### src/rtl/ex_mem_stage_if.sv
// Execute-to-memory bus bundle: entry-in handshake, head-out handshake and forwarding port.
// Latency: none, this is wiring only.
// Backpressure: in_ready flows upstream, out_ready flows from the memory stage.
interface ex_mem_stage_if #(
    parameter int DATA_W     = 32,
    parameter int REG_ADDR_W = 5
);
    logic                  in_valid;
    logic                  in_ready;
    logic [DATA_W-1:0]     in_result;
    logic                  in_zero;
    logic [REG_ADDR_W-1:0] in_rd;
    logic                  in_reg_write;
    logic                  in_mem_read;
    logic                  in_mem_write;
    logic [DATA_W-1:0]     in_store_data;

    logic                  out_valid;
    logic                  out_ready;
    logic [DATA_W-1:0]     out_result;
    logic                  out_zero;
    logic [REG_ADDR_W-1:0] out_rd;
    logic                  out_reg_write;
    logic                  out_mem_read;
    logic                  out_mem_write;
    logic [DATA_W-1:0]     out_store_data;

    logic                  fwd_valid;
    logic [REG_ADDR_W-1:0] fwd_rd;
    logic [DATA_W-1:0]     fwd_data;

    // Environment side: produces entries, consumes the head and the forwarding port.
    modport master (
        output in_valid, in_result, in_zero, in_rd, in_reg_write,
               in_mem_read, in_mem_write, in_store_data, out_ready,
        input  in_ready, out_valid, out_result, out_zero, out_rd,
               out_reg_write, out_mem_read, out_mem_write, out_store_data,
               fwd_valid, fwd_rd, fwd_data
    );

    // Stage side.
    modport slave (
        input  in_valid, in_result, in_zero, in_rd, in_reg_write,
               in_mem_read, in_mem_write, in_store_data, out_ready,
        output in_ready, out_valid, out_result, out_zero, out_rd,
               out_reg_write, out_mem_read, out_mem_write, out_store_data,
               fwd_valid, fwd_rd, fwd_data
    );
endinterface

### src/rtl/ex_mem_stage.sv
// EX/MEM pipeline stage: 2-entry skid buffer (main + skid) with forwarding from the head entry.
// Latency: 1 cycle accept-to-out_valid when empty; 1 entry/cycle sustained with out_ready high.
// Backpressure: registered in_ready drops only when both entries are full; optional EX_MEM_STATS_EN adds stall/flush counters.
module ex_mem_stage #(
    parameter int DATA_W     = 32,
    parameter int REG_ADDR_W = 5
) (
    input  logic clk,
    input  logic rst,
    input  logic flush,
    ex_mem_stage_if.slave bus
`ifdef EX_MEM_STATS_EN
    ,
    output logic [31:0] stall_count,
    output logic [15:0] flush_count
`endif
);

    typedef struct packed {
        logic [DATA_W-1:0]     result;
        logic                  zero;
        logic [REG_ADDR_W-1:0] rd;
        logic                  reg_write;
        logic                  mem_read;
        logic                  mem_write;
        logic [DATA_W-1:0]     store_data;
    } entry_t;

    typedef enum logic [1:0] {
        EMPTY = 2'd0,
        ONE   = 2'd1,
        TWO   = 2'd2
    } state_t;

    state_t state_q, state_d;
    entry_t main_q, main_d;
    entry_t skid_q, skid_d;
    logic   in_ready_q;
    entry_t in_entry;
    logic   out_valid;
    logic   accept;
    logic   pop;

    assign out_valid = (state_q != EMPTY);
    assign accept    = bus.in_valid & in_ready_q;
    assign pop       = out_valid & bus.out_ready;

    // Pack the incoming bus fields into one entry.
    always_comb begin
        in_entry            = '0;
        in_entry.result     = bus.in_result;
        in_entry.zero       = bus.in_zero;
        in_entry.rd         = bus.in_rd;
        in_entry.reg_write  = bus.in_reg_write;
        in_entry.mem_read   = bus.in_mem_read;
        in_entry.mem_write  = bus.in_mem_write;
        in_entry.store_data = bus.in_store_data;
    end

    // Occupancy and storage next-state; flush wins over any accept or pop.
    always_comb begin
        state_d = state_q;
        main_d  = main_q;
        skid_d  = skid_q;
        if (flush) begin
            state_d = EMPTY;
        end else begin
            case (state_q)
                EMPTY: begin
                    if (accept) begin
                        state_d = ONE;
                        main_d  = in_entry;
                    end
                end
                ONE: begin
                    if (accept && pop) begin
                        main_d = in_entry;
                    end else if (accept) begin
                        state_d = TWO;
                        skid_d  = in_entry;
                    end else if (pop) begin
                        state_d = EMPTY;
                    end
                end
                TWO: begin
                    if (pop) begin
                        state_d = ONE;
                        main_d  = skid_q;
                    end
                end
                default: state_d = EMPTY;
            endcase
        end
    end

    // State registers; in_ready is registered from the next occupancy so it never sees out_ready combinationally.
    always_ff @(posedge clk) begin
        if (rst) begin
            state_q    <= EMPTY;
            main_q     <= '0;
            skid_q     <= '0;
            in_ready_q <= 1'b1;
        end else begin
            state_q    <= state_d;
            main_q     <= main_d;
            skid_q     <= skid_d;
            in_ready_q <= (state_d != TWO);
        end
    end

    assign bus.in_ready       = in_ready_q;
    assign bus.out_valid      = out_valid;
    assign bus.out_result     = main_q.result;
    assign bus.out_zero       = main_q.zero;
    assign bus.out_rd         = main_q.rd;
    assign bus.out_reg_write  = main_q.reg_write;
    assign bus.out_mem_read   = main_q.mem_read;
    assign bus.out_mem_write  = main_q.mem_write;
    assign bus.out_store_data = main_q.store_data;

    // Loads and r0 never forward; loads are resolved by the upstream load-use stall.
    assign bus.fwd_valid = out_valid & main_q.reg_write & ~main_q.mem_read & (main_q.rd != '0);
    assign bus.fwd_rd    = main_q.rd;
    assign bus.fwd_data  = main_q.result;

`ifdef EX_MEM_STATS_EN
    logic [31:0] stall_cnt_q;
    logic [15:0] flush_cnt_q;

    // Saturating counters for head stalls and flushes that discard live entries.
    always_ff @(posedge clk) begin
        if (rst) begin
            stall_cnt_q <= '0;
            flush_cnt_q <= '0;
        end else begin
            if (out_valid && !bus.out_ready && (stall_cnt_q != '1)) begin
                stall_cnt_q <= stall_cnt_q + 32'd1;
            end
            if (flush && (state_q != EMPTY) && (flush_cnt_q != '1)) begin
                flush_cnt_q <= flush_cnt_q + 16'd1;
            end
        end
    end

    assign stall_count = stall_cnt_q;
    assign flush_count = flush_cnt_q;
`endif

endmodule

### src/flat_wrapper.sv
// flat-port wrapper written by rule: the top's interface ports become plain ports
module ex_mem_stage_flat 
#(
    parameter int DATA_W     = 32,
    parameter int REG_ADDR_W = 5
)
  (clk, rst, flush, bus_in_valid, bus_in_result, bus_in_zero, bus_in_rd, bus_in_reg_write, bus_in_mem_read, bus_in_mem_write, bus_in_store_data, bus_out_ready, bus_in_ready, bus_out_valid, bus_out_result, bus_out_zero, bus_out_rd, bus_out_reg_write, bus_out_mem_read, bus_out_mem_write, bus_out_store_data, bus_fwd_valid, bus_fwd_rd, bus_fwd_data);
  ex_mem_stage_if #(.DATA_W(DATA_W), .REG_ADDR_W(REG_ADDR_W)) bus_i ();
  input  logic clk;
  input  logic rst;
  input  logic flush;
  input wire logic [$bits(bus_i.in_valid)-1:0] bus_in_valid;
  input wire logic [$bits(bus_i.in_result)-1:0] bus_in_result;
  input wire logic [$bits(bus_i.in_zero)-1:0] bus_in_zero;
  input wire logic [$bits(bus_i.in_rd)-1:0] bus_in_rd;
  input wire logic [$bits(bus_i.in_reg_write)-1:0] bus_in_reg_write;
  input wire logic [$bits(bus_i.in_mem_read)-1:0] bus_in_mem_read;
  input wire logic [$bits(bus_i.in_mem_write)-1:0] bus_in_mem_write;
  input wire logic [$bits(bus_i.in_store_data)-1:0] bus_in_store_data;
  input wire logic [$bits(bus_i.out_ready)-1:0] bus_out_ready;
  output wire logic [$bits(bus_i.in_ready)-1:0] bus_in_ready;
  output wire logic [$bits(bus_i.out_valid)-1:0] bus_out_valid;
  output wire logic [$bits(bus_i.out_result)-1:0] bus_out_result;
  output wire logic [$bits(bus_i.out_zero)-1:0] bus_out_zero;
  output wire logic [$bits(bus_i.out_rd)-1:0] bus_out_rd;
  output wire logic [$bits(bus_i.out_reg_write)-1:0] bus_out_reg_write;
  output wire logic [$bits(bus_i.out_mem_read)-1:0] bus_out_mem_read;
  output wire logic [$bits(bus_i.out_mem_write)-1:0] bus_out_mem_write;
  output wire logic [$bits(bus_i.out_store_data)-1:0] bus_out_store_data;
  output wire logic [$bits(bus_i.fwd_valid)-1:0] bus_fwd_valid;
  output wire logic [$bits(bus_i.fwd_rd)-1:0] bus_fwd_rd;
  output wire logic [$bits(bus_i.fwd_data)-1:0] bus_fwd_data;
  assign bus_i.in_valid = bus_in_valid;
  assign bus_i.in_result = bus_in_result;
  assign bus_i.in_zero = bus_in_zero;
  assign bus_i.in_rd = bus_in_rd;
  assign bus_i.in_reg_write = bus_in_reg_write;
  assign bus_i.in_mem_read = bus_in_mem_read;
  assign bus_i.in_mem_write = bus_in_mem_write;
  assign bus_i.in_store_data = bus_in_store_data;
  assign bus_i.out_ready = bus_out_ready;
  assign bus_in_ready = bus_i.in_ready;
  assign bus_out_valid = bus_i.out_valid;
  assign bus_out_result = bus_i.out_result;
  assign bus_out_zero = bus_i.out_zero;
  assign bus_out_rd = bus_i.out_rd;
  assign bus_out_reg_write = bus_i.out_reg_write;
  assign bus_out_mem_read = bus_i.out_mem_read;
  assign bus_out_mem_write = bus_i.out_mem_write;
  assign bus_out_store_data = bus_i.out_store_data;
  assign bus_fwd_valid = bus_i.fwd_valid;
  assign bus_fwd_rd = bus_i.fwd_rd;
  assign bus_fwd_data = bus_i.fwd_data;
  ex_mem_stage #(.DATA_W(DATA_W), .REG_ADDR_W(REG_ADDR_W)) u_core (.clk(clk), .rst(rst), .flush(flush), .bus(bus_i));
endmodule
### config.mk
export PLATFORM = sky130hd
export DESIGN_NAME = ex_mem_stage_flat
export DESIGN_NICKNAME = d
export VERILOG_FILES = /design/src/rtl/ex_mem_stage_if.sv /design/src/rtl/ex_mem_stage.sv /design/src/flat_wrapper.sv
export SDC_FILE = /design/constraint.sdc
export NUM_CORES = 1
export LEC_CHECK = 0
export CORE_ASPECT_RATIO = 1.75
export CORE_MARGIN = 3
export CORE_UTILIZATION = 32
export CTS_BUF_LIST = sky130_fd_sc_hd__clkbuf_2
export DETAILED_ROUTE_END_ITERATION = 16
export HOLD_SLACK_MARGIN = 0.05
export PLACE_DENSITY = 0.56
export SETUP_SLACK_MARGIN = 0.15
export SLEW_MARGIN = 10
export SYNTH_ARGS = -nofsm -noshare
export SYNTH_HDL_FRONTEND = slang
export SYNTH_SLANG_ARGS = --single-unit
### constraint.sdc
create_clock -name clk -period 4.3 [get_ports clk]
set_input_delay 0.86 -clock clk [delete_from_list [all_inputs] [get_ports clk]]
set_output_delay 0.86 -clock clk [all_outputs]
set_load 0.01 [all_outputs]
==> results.json <==
{
  "outcome": "complete, no violations",
  "grt_use_total_pct": 15.7,
  "die_area_mm2": 0.0221,
  "cts_setup_buffers": 0,
  "design.core.area_mm2": 0.0198,
  "numClockSinks": 149,
  "fp.dieW_um": 114,
  "antenna_found_initial": 1,
  "clk_path_buf_depth": 2,
  "grt_pass1_wl_um": 27300,
  "remaining_drc_errors": 0,
  "rows": 68,
  "synth_top_family_by_area": "compound AO/OA/AOI/OAI gates",
  "arrival_ns": 2.39,
  "dr_total_vias": 5093,
  "cp.required_ns": 3.44,
  "cellPowerDensity_mw_per_mm2": 332,
  "tightest_slew_ns": 1.02,
  "ys_types": 26,
  "n_fill_cell": 1976,
  "setup_violations": 0,
  "grt_max_degree": 78,
  "cts_tree": "done",
  "reg2regPathDepth": 5,
  "gp_congestion": 0.704,
  "seq_area_frac_synth_pct": 45.9,
  "drive_above_1_share_pct": 12.4,
  "cts_root_buffer": "clkbuf_2",
  "clock_skew_ns": 0.00907,
  "hpwl_um": 11500,
  "fmax_mhz": 308,
  "holdPathEnd": "u_core.skid_q[32]",
  "ios": 191,
  "synthMuxAreaShare_pct": 11.4,
  "synth_top_area_cell": "dfxtp_1",
  "hp-class": "reg -> reg",
  "reg2reg_from": "u_core.state_q[1]",
  "cts-buffers-inserted": 17,
  "worstReg2RegEnd": "u_core.bus.out_store_data[12]",
  "dr.first_iter.drc_count": 183,
  "cp_max_fo": 4,
  "synthesis.nets": 780,
  "yosysTopAreaCellShare_pct": 45.9,
  "setup_tns_ns": 0,
  "portBuffers": 190,
  "ys_ff_latch": 149,
  "end_kind": "output pin",
  "synth_compound_area_share_pct": 19.0,
  "ant_nets": 0,
  "ys.warnings.count": 0,
  "rsz0062_at_grt": "false",
  "grt_pass1_vias": 5059,
  "synthAdderAreaFrac_pct": 0,
  "min_path_cells": 2,
  "path_class": "reg -> out",
  "synthSimpleGateAreaFrac_pct": 14.7,
  "worstSkewPairLatency_ns": 0.70,
  "finalCriticalPeriod_ns": 3.25,
  "wl_per_cell_um": 15.8,
  "r2r_slack_ns": 2.18,
  "power.leakage_nw": 3.31,
  "setup_slack_ns": 1.05,
  "vdd_drop_max_mv": 0.225,
  "drv_slew": 0,
  "wl_um": 17100,
  "synth_xor_area_share_pct": 0,
  "synth_cells": 702,
  "ys_top_cells_by_area": "dfxtp_1 46%, a211oi_2 12%, mux2i_1 11%",
  "area_growth_pct": 30.7,
  "avgSynthCellArea_um2": 9.26,
  "nets": 904,
  "holdCritStartpoint": "u_core.skid_q[32]",
  "cts-htree-levels": 4,
  "vias_per_cell": 4.70,
  "hold_buffers": 0,
  "start_util_pct": 32.8,
  "chipHeight_um": 195,
  "cts.repair.resized": 0,
  "hold_viol": 0,
  "first_pass_iters": 4,
  "pre_cts_ws_ns": 1.15,
  "gr-total-overflow": 0,
  "period_share_pct": 75.5,
  "maxCapViolations": 0,
  "start_kind": "flip-flop",
  "power_mw": 2.82,
  "slew_headroom_pct": 31.8,
  "cts.clk_slew.worst_paths_ns": 0.20,
  "syn_area_mm2": 0.00650
}
## worst max-delay path, cell delays in order, from the launching register on
cell	delay [ns]
dfxtp_1	0.39
or4_1	0.57
nor2_1	0.14
nor4bb_1	0.07
clkdlybuf4s50_1	0.52
## per-layer routing
metal	wire (µm)	track usage (%)
met5	0	0
met4	257	5.08
met3	769	4.08
met2	9060	28.2
met1	6980	17.9
## stage by stage
| step | hold slack [ns] | instances | utilization, % | cell area [µm²] |
|---|---|---|---|---|
| 2_1_floorplan | 0.436 | 702 | - | 6500 |
| 3_3_place_gp | 0.441 | 1052 | 41.6 | 8240 |
| 3_5_place_dp | 0.446 | 1052 | 41.6 | 8240 |
| 4_1_cts | 0.468 | 1082 | 42.8 | 8490 |
| 5_1_grt | 0.481 | 1083 | 42.9 | 8500 |
| 6_report | 0.466 | 1083 | 42.9 | 8500 |
## cells in the mapped netlist, drive strengths merged
master	n
a211oi	73
nand2b	1
o21ai	1
nor4bb	1
mux2i	74
nand2	148
nor3	2
o22a	1
clkbuf	17
or2	2
nor2b	1
dfxtp	149
nor3b	1
nand4bb	2
nor2	76
o21a	1
buf	77
or3b	1
or4	1
a21oi	73
## cell type report
class	instances	area (µm²)	share of cell area, %
clock inverters	12	163	1.91
multi-input cells	459	2960	34.8
diodes	1	2.50	0.0295
repair buffers	199	2000	23.5
clock buffers	18	90.1	1.06
flip-flops and latches	149	2980	35.1
well taps	245	307	3.61
## layout by cell type, fill, tap and decap left out, types with 7 or more instances in the layout
| cell type | instances |
|---|---|
| clkdlybuf4s50_1 | 189 |
| dfxtp_1 | 149 |
| nand2_1 | 148 |
| nor2_1 | 76 |
| mux2i_1 | 74 |
| a21oi_1 | 73 |
| a211oi_2 | 60 |
| clkbuf_2 | 18 |
| a211oi_1 | 13 |
| buf_4 | 7 |
## registers in the layout, summed over array words and instances (netlist names)
register	count
u_core.skid_q	73
u_core.bus.fwd_data	32
u_core.bus.out_store_data	32
u_core.bus.fwd_rd	5
u_core.state_q	2
u_core.bus.in_ready	1
u_core.bus.out_mem_read	1
u_core.bus.out_mem_write	1
u_core.bus.out_reg_write	1
u_core.bus.out_zero	1
## power breakdown
group,internal (mW),switching [mW],total [mW]
logic,0.262,0.215,0.477
registers,1.44,0.0395,1.48
clock network,0.370,0.493,0.862
total,2.07,0.747,2.82
## how the worst max path moves through the flow
stage,endpoint,startpoint,depth (start not counted)
detailed placement,u_core.bus.out_store_data[9],bus_out_ready,6
global route,bus_fwd_valid,u_core.bus.fwd_rd[1],4
floorplan,u_core.skid_q[41],flush,6
CTS,bus_fwd_valid,u_core.bus.fwd_rd[0],4
finish,bus_fwd_valid,u_core.bus.fwd_rd[0],4
global placement,u_core.bus.out_store_data[2],bus_out_ready,6
## cells by family after synthesis
| family | count (synthesis) |
|---|---|
| AO/OA/AOI/OAI | 149 |
| buffers and inverters | 94 |
| flip-flops | 149 |
| AND/OR/NAND/NOR | 236 |
| multiplexers | 74 |
Power figures use the tool's default switching activity.
